## src/rtl/cache_pkg.sv

```systemverilog
// cache_pkg: shared types and constants for the cache refill controller.
// Holds the controller FSM state encoding, the default block size, the
// block-offset width and the line-alignment helper used for address latching.
package cache_pkg;

  localparam int          BLOCK_WORDS = 4;
  localparam int          OFFSET_W    = 4;
  localparam logic [31:0] LINE_MASK   = 32'hFFFF_FFF0;

  typedef enum logic [1:0] {
    IDLE = 2'd0,
    WB   = 2'd1,
    RF   = 2'd2,
    UPD  = 2'd3
  } state_t;

  // Clear the block-offset bits so the address points at the start of the line.
  function automatic logic [31:0] line_align(input logic [31:0] addr);
    return addr & LINE_MASK;
  endfunction

endpackage

```

## src/rtl/cache_stat_ctr.sv

```systemverilog
// cache_stat_ctr: CNT_W-bit statistics counter that saturates at all-ones.
module cache_stat_ctr #(
  parameter int CNT_W = 32
) (
  input  logic             CLK,
  input  logic             RST,
  input  logic             inc,
  output logic [CNT_W-1:0] cnt
);

  // Count increments, holding at the maximum value once reached.
  always_ff @(posedge CLK or posedge RST) begin
    if (RST) begin
      cnt <= {CNT_W{1'b0}};
    end else if (inc && (cnt != {CNT_W{1'b1}})) begin
      cnt <= cnt + {{(CNT_W-1){1'b0}}, 1'b1};
    end else begin
      cnt <= cnt;
    end
  end

endmodule

```

## src/rtl/cache_refill_ctrl.sv

```systemverilog
// cache_refill_ctrl: blocking miss handler for a write-back cache.
// A miss optionally writes the dirty victim block back to memory, then
// refills the new block one word per acknowledged beat, then pulses update.
// Optional hit/miss statistics are built only when CACHE_STATS_EN is defined;
// otherwise hit_cnt and miss_cnt are tied to zero.
module cache_refill_ctrl
  import cache_pkg::*;
#(
  parameter int BLOCK_WORDS = cache_pkg::BLOCK_WORDS,
  parameter int CNT_W       = 32
) (
  input  logic             CLK,
  input  logic             RST,
  input  logic             hit,
  input  logic             miss,
  input  logic             evict_dirty,
  input  logic [31:0]      wb_addr,
  input  logic [31:0]      rf_addr,
  input  logic [31:0]      ow0,
  input  logic [31:0]      ow1,
  input  logic [31:0]      ow2,
  input  logic [31:0]      ow3,
  output logic             stall,
  output logic             writeback,
  output logic             update,
  output logic [31:0]      w0,
  output logic [31:0]      w1,
  output logic [31:0]      w2,
  output logic [31:0]      w3,
  output logic             mem_req,
  output logic             mem_we,
  output logic [31:0]      mem_addr,
  output logic [31:0]      mem_wdata,
  input  logic [31:0]      mem_rdata,
  input  logic             mem_ack,
  output logic [CNT_W-1:0] hit_cnt,
  output logic [CNT_W-1:0] miss_cnt
);

  // Beat counter is at least 2 bits so it can always index the 4 word ports.
  localparam int              BEAT_W    = (BLOCK_WORDS > 4) ? $clog2(BLOCK_WORDS) : 2;
  localparam logic [BEAT_W-1:0] LAST_BEAT = BEAT_W'(BLOCK_WORDS - 1);

  state_t            state;
  state_t            next_state;
  logic [BEAT_W-1:0] beat;
  logic [31:0]       wb_base;
  logic [31:0]       rf_base;
  logic [31:0]       words [4];
  logic [31:0]       ow_arr [4];
  logic [31:0]       ow_word;
  logic [31:0]       beat_offset;
  logic              accept_miss;
  logic              beat_ack;
  logic              last_beat;
  logic              beat_in_ports;

  assign ow_arr[0]     = ow0;
  assign ow_arr[1]     = ow1;
  assign ow_arr[2]     = ow2;
  assign ow_arr[3]     = ow3;
  assign beat_in_ports = ({{(32-BEAT_W){1'b0}}, beat} < 32'd4);
  assign ow_word       = beat_in_ports ? ow_arr[beat[1:0]] : 32'd0;
  assign beat_offset   = {{(30-BEAT_W){1'b0}}, beat, 2'b00};
  assign accept_miss   = (state == IDLE) && miss;
  assign beat_ack      = mem_req && mem_ack;
  assign last_beat     = (beat == LAST_BEAT);

  // State register.
  always_ff @(posedge CLK or posedge RST) begin
    if (RST) begin
      state <= IDLE;
    end else begin
      state <= next_state;
    end
  end

  // Next-state logic: bursts advance only on the acknowledged last beat.
  always_comb begin
    next_state = state;
    case (state)
      IDLE: begin
        if (miss) begin
          next_state = evict_dirty ? WB : RF;
        end else begin
          next_state = IDLE;
        end
      end
      WB: begin
        if (beat_ack && last_beat) begin
          next_state = RF;
        end else begin
          next_state = WB;
        end
      end
      RF: begin
        if (beat_ack && last_beat) begin
          next_state = UPD;
        end else begin
          next_state = RF;
        end
      end
      UPD:     next_state = IDLE;
      default: next_state = IDLE;
    endcase
  end

  // Output decode: strobes and the memory beat derived from state and beat.
  always_comb begin
    stall     = 1'b1;
    writeback = 1'b0;
    update    = 1'b0;
    mem_req   = 1'b0;
    mem_we    = 1'b0;
    mem_addr  = 32'd0;
    mem_wdata = 32'd0;
    case (state)
      IDLE: begin
        stall = miss;
      end
      WB: begin
        writeback = 1'b1;
        mem_req   = 1'b1;
        mem_we    = 1'b1;
        mem_addr  = wb_base + beat_offset;
        mem_wdata = ow_word;
      end
      RF: begin
        mem_req  = 1'b1;
        mem_addr = rf_base + beat_offset;
      end
      UPD: begin
        update = 1'b1;
      end
      default: begin
        stall = 1'b1;
      end
    endcase
  end

  // Beat counter: cleared when a miss is accepted, wraps after the last beat.
  always_ff @(posedge CLK or posedge RST) begin
    if (RST) begin
      beat <= {BEAT_W{1'b0}};
    end else if (accept_miss) begin
      beat <= {BEAT_W{1'b0}};
    end else if (beat_ack) begin
      beat <= last_beat ? {BEAT_W{1'b0}} : beat + {{(BEAT_W-1){1'b0}}, 1'b1};
    end else begin
      beat <= beat;
    end
  end

  // Latch line-aligned victim and refill addresses when leaving IDLE.
  always_ff @(posedge CLK or posedge RST) begin
    if (RST) begin
      wb_base <= 32'd0;
      rf_base <= 32'd0;
    end else if (accept_miss) begin
      wb_base <= line_align(wb_addr);
      rf_base <= line_align(rf_addr);
    end else begin
      wb_base <= wb_base;
      rf_base <= rf_base;
    end
  end

  // Capture refill data word by word; words hold until the next refill.
  always_ff @(posedge CLK or posedge RST) begin
    if (RST) begin
      for (int i = 0; i < 4; i++) begin
        words[i] <= 32'd0;
      end
    end else if ((state == RF) && beat_ack && beat_in_ports) begin
      words[beat[1:0]] <= mem_rdata;
    end else begin
      for (int i = 0; i < 4; i++) begin
        words[i] <= words[i];
      end
    end
  end

  assign w0 = words[0];
  assign w1 = words[1];
  assign w2 = words[2];
  assign w3 = words[3];

`ifdef CACHE_STATS_EN
  logic hit_inc;
  assign hit_inc = (state == IDLE) && hit && !miss;

  cache_stat_ctr #(.CNT_W(CNT_W)) u_hit_ctr (
    .CLK (CLK),
    .RST (RST),
    .inc (hit_inc),
    .cnt (hit_cnt)
  );

  cache_stat_ctr #(.CNT_W(CNT_W)) u_miss_ctr (
    .CLK (CLK),
    .RST (RST),
    .inc (accept_miss),
    .cnt (miss_cnt)
  );
`else
  // hit only feeds the statistics; keep it visibly consumed when they are off.
  logic unused_hit;
  assign unused_hit = &{1'b0, hit};
  assign hit_cnt    = {CNT_W{1'b0}};
  assign miss_cnt   = {CNT_W{1'b0}};
`endif

endmodule

```

## config.mk

```make
export PLATFORM = sky130hd
export DESIGN_NAME = cache_refill_ctrl
export DESIGN_NICKNAME = d
export VERILOG_FILES = /design/src/rtl/cache_pkg.sv /design/src/rtl/cache_stat_ctr.sv /design/src/rtl/cache_refill_ctrl.sv
export SDC_FILE = /design/constraint.sdc
export NUM_CORES = 1
export LEC_CHECK = 0
export CAP_MARGIN = 20
export CORE_AREA = 5 5 188 190
export DETAILED_ROUTE_END_ITERATION = 8
export DIE_AREA = 0 0 193 195
export PLACE_DENSITY_LB_ADDON = 0.15
export SYNTH_ARGS = -nofsm -noshare
export SYNTH_HDL_FRONTEND = slang
export SYNTH_SLANG_ARGS = --single-unit
export TNS_END_PERCENT = 20
```

## constraint.sdc

```tcl
create_clock -name CLK -period 19.3 [get_ports CLK]
set_clock_uncertainty 0.05 [all_clocks]
set_input_delay 4.825 -clock CLK [delete_from_list [all_inputs] [get_ports CLK]]
set_output_delay 4.825 -clock CLK [all_outputs]
set_load 0.02 [all_outputs]
```

# --- Word-level counts from Yosys, hierarchy flattened ---
# Index checks and enable logic that the tools add are counted.
totals:
  output_inout_bits: 261
  register_bits: 188
  input_bits: 230
classes:
  reduce_logical: 8
  muxes: 20
  magnitude_cmp: 2
  add_sub_neg: 3
  eq_ne: 4
  n_bitwise: 1
ops:
  columns: ["cell", "count"]
  rows:
  - ["128-bit bitwise mux", 1]
  - ["32-bit 2-to-1 mux", 4]
  - ["32-bit by 4-bit adder with 32-bit output", 2]
  - ["32-bit binary-select mux with 2-bit select", 1]
  - ["32-bit demux with 2-bit select", 1]
  - ["32-bit case mux with 2 select lines", 1]
  - ["2-bit 2-to-1 mux", 6]
  - ["2-bit case mux with 4 select lines", 1]
  - ["2-bit == test (second input constant)", 3]
  - ["1-bit logical AND", 5]
  - ["1-bit 2-to-1 mux", 5]
  - ["3-bit >= comparator (second input constant)", 1]
  - ["3-bit by 1-bit less-than comparator with 1-bit output (second input constant)", 1]
  - ["2-bit NOT with 3-bit output", 1]
  - ["2-bit by 1-bit adder with 2-bit output (second input constant)", 1]
  - ["2-bit by 1-bit == test with 1-bit output (second input constant)", 1]
  - ["2-bit logical NOT", 1]
  - ["2-bit nonzero test", 1]
  - ["2-bit OR reduction", 1]

# --- Longest topological paths before layout ---
# Gate-level depths: netlist of run 1.
logic_depth:
  ltp_word: 7
  depth_mapped: 7
  ltp_nobuf: 5

# --- Worst setup path before layout of run 1 ---
# Ideal clock, no wire load.
synth_timing:
  path_kind: "input to output"
  from: "input ow3[0]"
  to: "output mem_wdata[0]"
  stages: 2
  path_slack_ps: 8940
  arrival_ps: 5485
  cell_sequence: "mux4_2 -> and2_1"
synth_between:
  elab_chain_len: 4
synth_lines:
  columns: ["element", "line", "rtl"]
  rows:
  - ["start: declaration", "cache_refill_ctrl.sv:22", "input logic [31:0] ow3,"]
  - ["32-bit binary-select mux with 2-bit select", "cache_refill_ctrl.sv:63", "assign ow_word = beat_in_ports ? ow_arr[beat[1:0]] : 32'd0;"]
  - ["32-bit 2-to-1 mux (implied by the code) (2 in series)", "cache_refill_ctrl.sv:63", null]
  - ["32-bit 2-to-1 mux", "cache_refill_ctrl.sv:117", "case (state)"]
  - ["end: declaration", "cache_refill_ctrl.sv:33", "output logic [31:0] mem_wdata,"]
# No other way between the ends. The select of a mux whose other input is x is not followed.

# --- Worst setup path in the final report of run 1 ---
layout_timing:
  from: "input ow3[10]"
  to: "output mem_wdata[10]"
# Same word-level chain as after synthesis.

==> flow_metrics.py, run 1 <==
metrics = {
    "timing": {
        "slew_violations": 0,
        "worst-slew-pin-transition_ns": 0.784,
        "finalSetupViolCount": 0,
        "fin_crit_sh_pct": 59.0,
        "slew-limit-headroom_pct": 47.7,
        "timing.fmax_mhz": 87.9,
        "fin_crit_ns": 11.38,
        "rsz0062_at_grt": "no",
        "final_hold_viol_count": 0,
        "setup_ws_ns": 7.92,
        "final.setup.tns_ns": 0,
    },
    "clock_network": {
        "cts_made_buffers": 17,
        "htreeDepth": 4,
        "cts_tree": "yes",
        "clock-sinks": 188,
        "path_clk_slew_ns": 0.06,
        "cts_setup_buffers": 0,
        "clockBufferDepth": 2,
        "postCtsHoldBufs": 0,
        "clk_latency_ns": 0.43,
        "cts_resized": 0,
        "cts_root_buf": "clkbuf_16",
    },
    "floorplanning": {
        "core_um2": 33300,
        "die_x_um": 193,
        "die_y_um": 195,
        "io_pins": 491,
        "die_area_um2": 37600,
        "start_util_pct": 27.5,
        "rows": 67,
    },
    "synthesis": {
        "synth_edf_count": 0,
        "synth-seq-cells": 188,
        "ys_warn_count": 0,
        "yosys.area.top_type": "dfrtp_1",
        "synth_cell_type_count": 26,
        "ys_top_cells_by_count": "dfrtp_1 (188), mux2_2 (183), buf_4 (68)",
        "synth_top_cells_by_area": "dfrtp_1 (51%), mux2_2 (23%), mux4_2 (7.9%), buf_4 (5.6%), a22oi_1 (2.4%)",
        "syn_area_per_cell_um2": 14.4,
        "ys_seq_area_share_pct": 51.4,
        "synthCells": 637,
        "synth_top_area_share_pct": 51.4,
        "async_flop_share_pct": 100,
        "syn_area_um2": 9160,
        "yosysMostFrequentCell": "dfrtp_1",
        "yosys_most_used_dff": "dfrtp_1",
    },
    "setup_path": {
        "worstPathRequired_ns": 14.43,
        "crit_top_cell": "clkdlybuf4s50_1",
        "crit_type": "in -> out",
        "path_max_fanout": 1,
        "path_buf_inv": 2,
        "path_cells": "clkdlybuf4s50_1 > mux4_2 > and2_1 > clkdlybuf4s50_1",
        "worstPathArrival_ns": 6.50,
        "start_kind": "primary input",
        "slowest_stage": "clkdlybuf4s50_1",
        "cp_top_family": "buffers and inverters",
        "worst_setup_path_end_kind": "output port",
        "r2r_slack_ns": 16.82,
        "cpPeakStageDelay_ns": 0.63,
    },
    "power": {
        "power.share.sequential_pct": 30.1,
        "power.leakage_nw": 5.89,
        "comb_power_share_pct": 52.2,
        "netSwitchingFraction_pct": 36.3,
        "powerDensity_nw_per_um2": 157,
        "power.switching_uw": 805,
        "internal-power_mw": 1.41,
        "vdd_drop_max_uv": 166,
        "p_clk_share_pct": 17.8,
    },
    "global_routing": {
        "grt_pass1_vias": 7271,
        "grt_pass1_wl_um": 48500,
        "gr-total-overflow": 0,
        "grtUsageTotal_pct": 17.2,
        "grt_max_degree": 110,
        "antenna_found_initial": 7,
    },
    "routing": {
        "wl_per_cell_um": 22.0,
        "routed_wl_um": 33100,
        "drc": 0,
        "postRouteAntennaNets": 0,
        "drtIter0Drc": 210,
        "first_pass_iters": 4,
        "vias_per_cell": 4.38,
        "vias": 6585,
    },
    "placement": {
        "gp_congestion": 0.739,
        "port_buffers": 415,
        "dp_hpwl_um": 24500,
        "dp_cells": 1466,
        "dp_slack_ns": 7.88,
    },
    "final_layout": {
        "multiInputGateArea_um2": 3910,
        "final_cells": 1502,
        "fillers": 3183,
        "area.sequential_um2": 4710,
        "area_delta_synth_final_pct": 54.0,
        "drive_gt1_share_pct": 24.9,
        "fin_nets": 1277,
    },
    "run_status": {
        "run_status": "finished, final reports clean",
    },
    "flow_run": {
        "drv_cap": 0,
    },
    "min_path": {
        "hp-class": "reg -> reg",
    },
}
## state kept, by name, indices dropped and copies added (netlist names)
signal,cells
w3,32
beat,2
w0,32
wb_base,28
state,2
w2,32
w1,32
rf_base,28
## cells in the final DEF (no fill, tap or decap)
cell type,instances
clkbuf_1,2
diode_2,4
clkbuf_8,3
a221oi_1,1
mux2_2,183
conb_1,66
dfrtp_2,1
nand4_1,1
inv_8,1
nand2_2,1
a21oi_1,3
and2_1,32
dfrtp_1,187
ha_1,8
inv_1,4
nor2_1,4
clkinvlp_4,2
mux2_1,1
bufinv_16,5
nand2_4,4
ha_2,1
clkdlybuf4s50_1,415
nand2_1,2
inv_6,2
and3_4,1
a22oi_1,29
nand3_1,1
clkbuf_16,17
mux4_2,32
mux2i_1,2
buf_4,7
buf_16,1
o21ai_0,1
nand2b_1,2
nor2b_1,28
## through the flow
stage          cell area, um2  utilization, %  hold slack [ns]  total power [mW]
5_1_grt                 14100            42.4            0.461              2.35
3_3_place_gp            13400            40.3            0.424              1.84
6_report                14100            42.4            0.454              2.22
3_5_place_dp            13400            40.3            0.433              1.85
2_1_floorplan            9400               -            0.430              1.33
4_1_cts                 14100            42.3            0.458              2.26
## kinds of logic (layout without fill, tap and decap cells)
kind of cell    Yosys count  after routing  share of synthesized area [%]
mux                     218            218                           30.7
compound gates           34             34                           2.69
other cells               1             70                         0.0409
flops                   188            188                           51.4
simple gates             76             76                           5.26
buf+inv                 111            459                           8.69
fa+ha+maj                 9              9                           1.23
## power by group through the flow
stage,combinational (mW),clock [mW],sequential [mW]
2_1_floorplan,0.521,0,0.804
3_3_place_gp,1.17,0,0.666
3_5_place_dp,1.17,0,0.673
4_1_cts,1.18,0.411,0.668
5_1_grt,1.23,0.424,0.692
6_report,1.16,0.394,0.667
## layout make-up
type | count | share of cell area (%)
Sequential cell | 188 | 33.4
Timing Repair Buffer | 423 | 30.0
Multi-Input combinational cell | 403 | 27.7
Tap cell | 448 | 3.98
Clock buffer | 22 | 3.36
Clock inverter | 9 | 1.30
Inverter | 5 | 0.186
Antenna cell | 4 | 0.0710
## per-layer routing
metal | vias up | GRT usage [%] | wire [um]
met3 | 24 | 6.71 | 2890
li1 | 2943 | - | -
met2 | 259 | 31.0 | 17300
met4 | 4 | 4.85 | 510
met5 | - | 0 | 27
met1 | 3355 | 18.7 | 12300
## path summary, 6_finish.rpt
check | start | to | cells after the start
setup reg to reg | beat[0]$_DFFE_PP0P_ | w0[13]$_DFFE_PP0P_ | 5
hold / removal | w3[2]$_DFFE_PP0P_ | w3[2]$_DFFE_PP0P_ | 1
hold reg to reg | w3[2]$_DFFE_PP0P_ | w3[2]$_DFFE_PP0P_ | 1
setup / recovery | ow3[10] | mem_wdata[10] | 4
min in group asynchronous | RST | w3[9]$_DFFE_PP0P_ | 2
max in group asynchronous | RST | w0[13]$_DFFE_PP0P_ | 4
Note: power is estimated with default switching activity, not from simulation.
==> run 2, diff against run 1 <==
--- a/config.mk
+++ b/config.mk
@@ -6,9 +6,9 @@
 export NUM_CORES = 1
 export LEC_CHECK = 0
 export CAP_MARGIN = 20
-export CORE_AREA = 5 5 188 190
+export CORE_AREA = 5 5 186 188
 export DETAILED_ROUTE_END_ITERATION = 8
-export DIE_AREA = 0 0 193 195
+export DIE_AREA = 0 0 191 193
 export PLACE_DENSITY_LB_ADDON = 0.15
 export SYNTH_ARGS = -nofsm -noshare
 export SYNTH_HDL_FRONTEND = slang
==> constraint.sdc (replaced) <==
create_clock -name CLK -period 9.35 [get_ports CLK]
set_clock_uncertainty 0.05 [all_clocks]
set_input_delay 2.3375 -clock CLK [delete_from_list [all_inputs] [get_ports CLK]]
set_output_delay 2.3375 -clock CLK [all_outputs]
set_load 0.02 [all_outputs]
==> flow_metrics.py, run 2 (synthesis results as in run 1) <==
metrics = {
    "floorplanning": {
        "rows": 67,
        "die_area_um2": 36900,
        "io_pins": 491,
        "core_um2": 32900,
        "start_util_pct": 27.8,
        "die_x_um": 191,
        "die_y_um": 193,
    },
    "clock_network": {
        "cts_tree": "yes",
        "cts_resized": 0,
        "postCtsHoldBufs": 0,
        "cts_made_buffers": 17,
        "clock-sinks": 188,
        "clockBufferDepth": 2,
        "clk_latency_ns": 0.42,
        "path_clk_slew_ns": 0.06,
        "htreeDepth": 4,
        "cts_root_buf": "clkbuf_16",
        "cts_setup_buffers": 0,
    },
    "timing": {
        "rsz0062_at_grt": "no",
        "slew-limit-headroom_pct": 40.1,
        "final.setup.tns_ns": 0,
        "worst-slew-pin-transition_ns": 0.898,
        "final_hold_viol_count": 0,
        "timing.fmax_mhz": 155,
        "slew_violations": 0,
        "hold_ws_ns": 0.453,
        "fin_crit_sh_pct": 68.9,
        "fin_crit_ns": 6.44,
        "finalSetupViolCount": 0,
    },
    "routing": {
        "wl_per_cell_um": 22.0,
        "first_pass_iters": 4,
        "routed_wl_um": 33100,
        "vias": 6594,
        "drtIter0Drc": 160,
        "drc": 0,
        "vias_per_cell": 4.38,
        "postRouteAntennaNets": 0,
    },
    "setup_path": {
        "worst_setup_path_end_kind": "output port",
        "worstPathRequired_ns": 6.96,
        "path_max_fanout": 1,
        "crit_type": "in -> out",
        "reg2reg_depth": 6,
        "cpPeakStageDelay_ns": 0.54,
        "start_kind": "primary input",
        "path_cells": "clkdlybuf4s50_1 > mux4_2 > and2_1 > clkdlybuf4s50_1",
        "worstPathArrival_ns": 4.05,
        "slowest_stage": "clkdlybuf4s50_1",
        "crit_top_cell": "clkdlybuf4s50_1",
    },
    "power": {
        "power.leakage_nw": 5.88,
        "p_clk_share_pct": 17.1,
        "powerDensity_nw_per_um2": 322,
        "netSwitchingFraction_pct": 36.6,
        "power.share.sequential_pct": 30.3,
        "internal-power_mw": 2.87,
        "comb_power_share_pct": 52.6,
        "power.switching_mw": 1.66,
        "vdd_drop_max_uv": 152,
    },
    "final_layout": {
        "area_delta_synth_final_pct": 53.4,
        "final_common_cell": "clkdlybuf4s50_1",
        "final_cell_mix": "clkdlybuf4s50_1 (415), dfrtp_1 (187), mux2_2 (183)",
        "final_area_um2": 14100,
        "fillers": 3176,
        "fin_util_pct": 42.6,
        "drive_gt1_share_pct": 25.0,
        "fin_nets": 1277,
    },
    "run_status": {
        "run_status": "finished, final reports clean",
    },
    "min_path": {
        "hp-class": "reg -> reg",
        "min_path_cells": 1,
    },
    "placement": {
        "port_buffers": 415,
        "dpl_cell_area_um2": 13400,
        "dp_hpwl_um": 24900,
        "gp_congestion": 0.749,
    },
    "global_routing": {
        "gr-total-overflow": 0,
        "grtUsageTotal_pct": 17.1,
        "grt_max_degree": 71,
        "grt_pass1_vias": 7033,
        "antenna_found_initial": 8,
        "grt_pass1_wl_um": 46700,
    },
    "flow_run": {
        "drv_cap": 0,
    },
}
-- run 2: changes by cell type in the layout (fill, tap and decap cells not counted), sizes merged --
cell,delta
clkinv,+4
diode,+3
bufinv,-2
clkinvlp,-2
inv,+2
clkbuf,-1
-- run 2: critical path: cells and delay by family --
kind,cells,cell delay [ns]
buffers and inverters,2,1.04
muxes,1,0.51
and+or+nand+nor,1,0.17
-- run 2: power groups by stage --
stage	combinational (mW)	sequential (mW)	clock, mW
after floorplan	1.08	1.66	0
after global placement	2.41	1.37	0
after detailed placement	2.41	1.39	0
after CTS	2.42	1.37	0.805
after global routing	2.54	1.42	0.827
final	2.38	1.37	0.773
-- run 2: area by class of cell --
class	instances	area [um2]	share of cell area [%]
multi-input cells	403	3910	27.8
well taps	448	561	3.99
inverters	5	23.8	0.169
diodes	7	17.5	0.125
clock buffers	21	470	3.35
clock inverters	11	153	1.09
repair buffers	423	4210	30.0
flip-flops and latches	188	4710	33.5
-- run 2: layer usage --
metal | wire [um] | up-vias | GRT usage, %
met3 | 3050 | 36 | 6.72
met5 | 20 | - | 0
met1 | 11900 | 3335 | 18.2
met2 | 17300 | 279 | 31.0
li1 | - | 2942 | -
met4 | 806 | 2 | 5.86
-- run 2: path summary, 6_finish.rpt --
kind,start,end,slack [ns]
min in group asynchronous,RST,w3[4]$_DFFE_PP0P_,2.28
max in group asynchronous,RST,w1[12]$_DFFE_PP0P_,5.60
setup reg to reg,state[0]$_DFF_PP0_,w0[31]$_DFFE_PP0P_,6.74
setup / recovery,ow3[17],mem_wdata[17],2.91
hold reg to reg,w3[27]$_DFFE_PP0P_,w3[27]$_DFFE_PP0P_,0.45
hold / removal,w3[27]$_DFFE_PP0P_,w3[27]$_DFFE_PP0P_,0.45
-- run 2: metrics by stage --
step | setup slack [ns] | std cells | power [mW]
finish | 2.91 | 1506 | 4.53
global route | 2.87 | 1505 | 4.79
CTS | 2.89 | 1499 | 4.60
detailed placement | 2.89 | 1467 | 3.80
global placement | 2.88 | 1467 | 3.78
floorplan | 1.85 | 702 | 2.74
==> run 3, diff against run 2 <==
--- a/config.mk
+++ b/config.mk
@@ -6,9 +6,9 @@
 export NUM_CORES = 1
 export LEC_CHECK = 0
 export CAP_MARGIN = 20
-export CORE_AREA = 5 5 186 188
+export CORE_AREA = 5 5 187 189
 export DETAILED_ROUTE_END_ITERATION = 8
-export DIE_AREA = 0 0 191 193
+export DIE_AREA = 0 0 192 194
 export PLACE_DENSITY_LB_ADDON = 0.15
 export SYNTH_ARGS = -nofsm -noshare
 export SYNTH_HDL_FRONTEND = slang
==> constraint.sdc (replaced) <==
create_clock -name CLK -period 6.2 [get_ports CLK]
set_clock_uncertainty 0.05 [all_clocks]
set_input_delay 1.55 -clock CLK [delete_from_list [all_inputs] [get_ports CLK]]
set_output_delay 1.55 -clock CLK [all_outputs]
set_load 0.02 [all_outputs]
==> flow_metrics.py, run 3 (synthesis results as in run 1) <==
metrics = {
    "run_status": {
        "run_status": "finished, final reports clean",
    },
    "min_path": {
        "min_path_cells": 1,
        "hp-class": "reg -> reg",
    },
    "global_routing": {
        "met1_usage_pct": 18.9,
        "met3_usage_pct": 7.44,
        "grt_max_degree": 120,
        "antenna_found_initial": 10,
        "grtUsageTotal_pct": 17.7,
        "gr-total-overflow": 0,
        "grt_pass1_vias": 7104,
        "busiest_layer": "met2",
        "grtUsageMet2_pct": 31.1,
        "grt_pass1_wl_um": 48600,
    },
    "floorplanning": {
        "die_area_um2": 37200,
        "start_util_pct": 27.7,
        "die_y_um": 194,
        "core_um2": 33100,
        "die_x_um": 192,
        "io_pins": 491,
        "rows": 67,
    },
    "final_layout": {
        "fin_nets": 1278,
        "multiInputGateArea_um2": 3910,
        "area.sequential_um2": 4710,
        "final_cells": 1509,
        "final_cell_mix": "clkdlybuf4s50_1 (415), dfrtp_1 (187), mux2_2 (183)",
        "final_common_cell": "clkdlybuf4s50_1",
        "drive_gt1_share_pct": 25.0,
        "fin_util_pct": 42.4,
        "fillers": 3113,
        "area_delta_synth_final_pct": 53.3,
    },
    "timing": {
        "worst-slew-pin-transition_ns": 0.986,
        "finalSetupViolCount": 0,
        "rsz0062_at_grt": "no",
        "timing.fmax_mhz": 204,
        "final_hold_viol_count": 0,
        "slew-limit-headroom_pct": 34.3,
        "final.setup.tns_ns": 0,
        "slew_violations": 0,
        "fin_crit_ns": 4.91,
        "setup_ws_ns": 1.29,
        "fin_crit_sh_pct": 79.2,
    },
    "clock_network": {
        "htreeDepth": 4,
        "cts_resized": 0,
        "cts_setup_buffers": 0,
        "cts_tree": "yes",
        "cts_made_buffers": 17,
        "clock-sinks": 188,
        "clockBufferDepth": 2,
        "postCtsHoldBufs": 0,
        "cts_root_buf": "clkbuf_16",
        "clk_latency_ns": 0.42,
        "path_clk_slew_ns": 0.06,
    },
    "setup_path": {
        "worst_setup_path_end_kind": "output port",
        "path_max_fanout": 1,
        "worstPathRequired_ns": 4.60,
        "reg2reg_depth": 6,
        "start_kind": "primary input",
        "crit_type": "in -> out",
        "worstPathArrival_ns": 3.31,
    },
    "routing": {
        "wl_per_cell_um": 22.2,
        "postRouteAntennaNets": 0,
        "drtIter0Drc": 224,
        "drc": 0,
        "vias_per_cell": 4.38,
        "first_pass_iters": 5,
        "vias": 6604,
        "routed_wl_um": 33500,
    },
    "flow_run": {
        "drv_cap": 0,
    },
    "placement": {
        "dp_cells": 1468,
        "dp_slack_ns": 1.26,
        "port_buffers": 415,
        "dp_hpwl_um": 25900,
        "gp_congestion": 0.837,
    },
    "power": {
        "vdd_drop_max_uv": 266,
        "powerDensity_nw_per_um2": 484,
        "power.leakage_nw": 5.85,
        "finalPower_mw": 6.79,
    },
}
## run 3: worst paths after layout
check                              startpoint                  to  slack, ns
max reg2reg                state[0]$_DFF_PP0_  w0[31]$_DFFE_PP0P_       3.46
min reg2reg                w0[31]$_DFFE_PP0P_  w0[31]$_DFFE_PP0P_       0.45
min                        w0[31]$_DFFE_PP0P_  w0[31]$_DFFE_PP0P_       0.45
max                                    ow0[7]        mem_wdata[7]       1.29
min in group asynchronous                 RST  w1[21]$_DFFE_PP0P_       1.50
max in group asynchronous                 RST   w1[5]$_DFFE_PP0P_       3.47
## run 3: layout make-up
cell class                 instances  area share (%)
timing repair buffer             424            30.2
inverter                           5           0.160
clock buffer                      20            3.18
clock inverter                    12           0.981
sequential                       188            33.5
multi-input combinational        403            27.8
tap                              448            3.99
antenna                            9           0.160
## run 3: power by group
group,switching (mW),leakage (nW),internal (mW)
Sequential,0.336,2.32,1.79
Clock,0.497,0.275,0.610
Combinational,1.69,3.26,1.87
Total,2.52,5.85,4.27
## run 3: critical path: stages
cell and delay [ns]:
clkdlybuf4s50_1 0.48, mux4_2 0.55, and2_1 0.19, clkdlybuf4s50_1 0.53
## run 3: stage by stage
stage / instance area [um2] / hold WS [ns]
2_1_floorplan: 9410 / 0.430
6_report: 14000 / 0.445
5_1_grt: 14000 / 0.463
4_1_cts: 14000 / 0.455
3_5_place_dp: 13400 / 0.435
3_3_place_gp: 13400 / 0.425
## run 3: metal layers
layer	routed length, um	part of all wire [%]
met4	697	2.1
met1	11900	36
met3	3410	10
met5	7	0.021
met2	17400	52
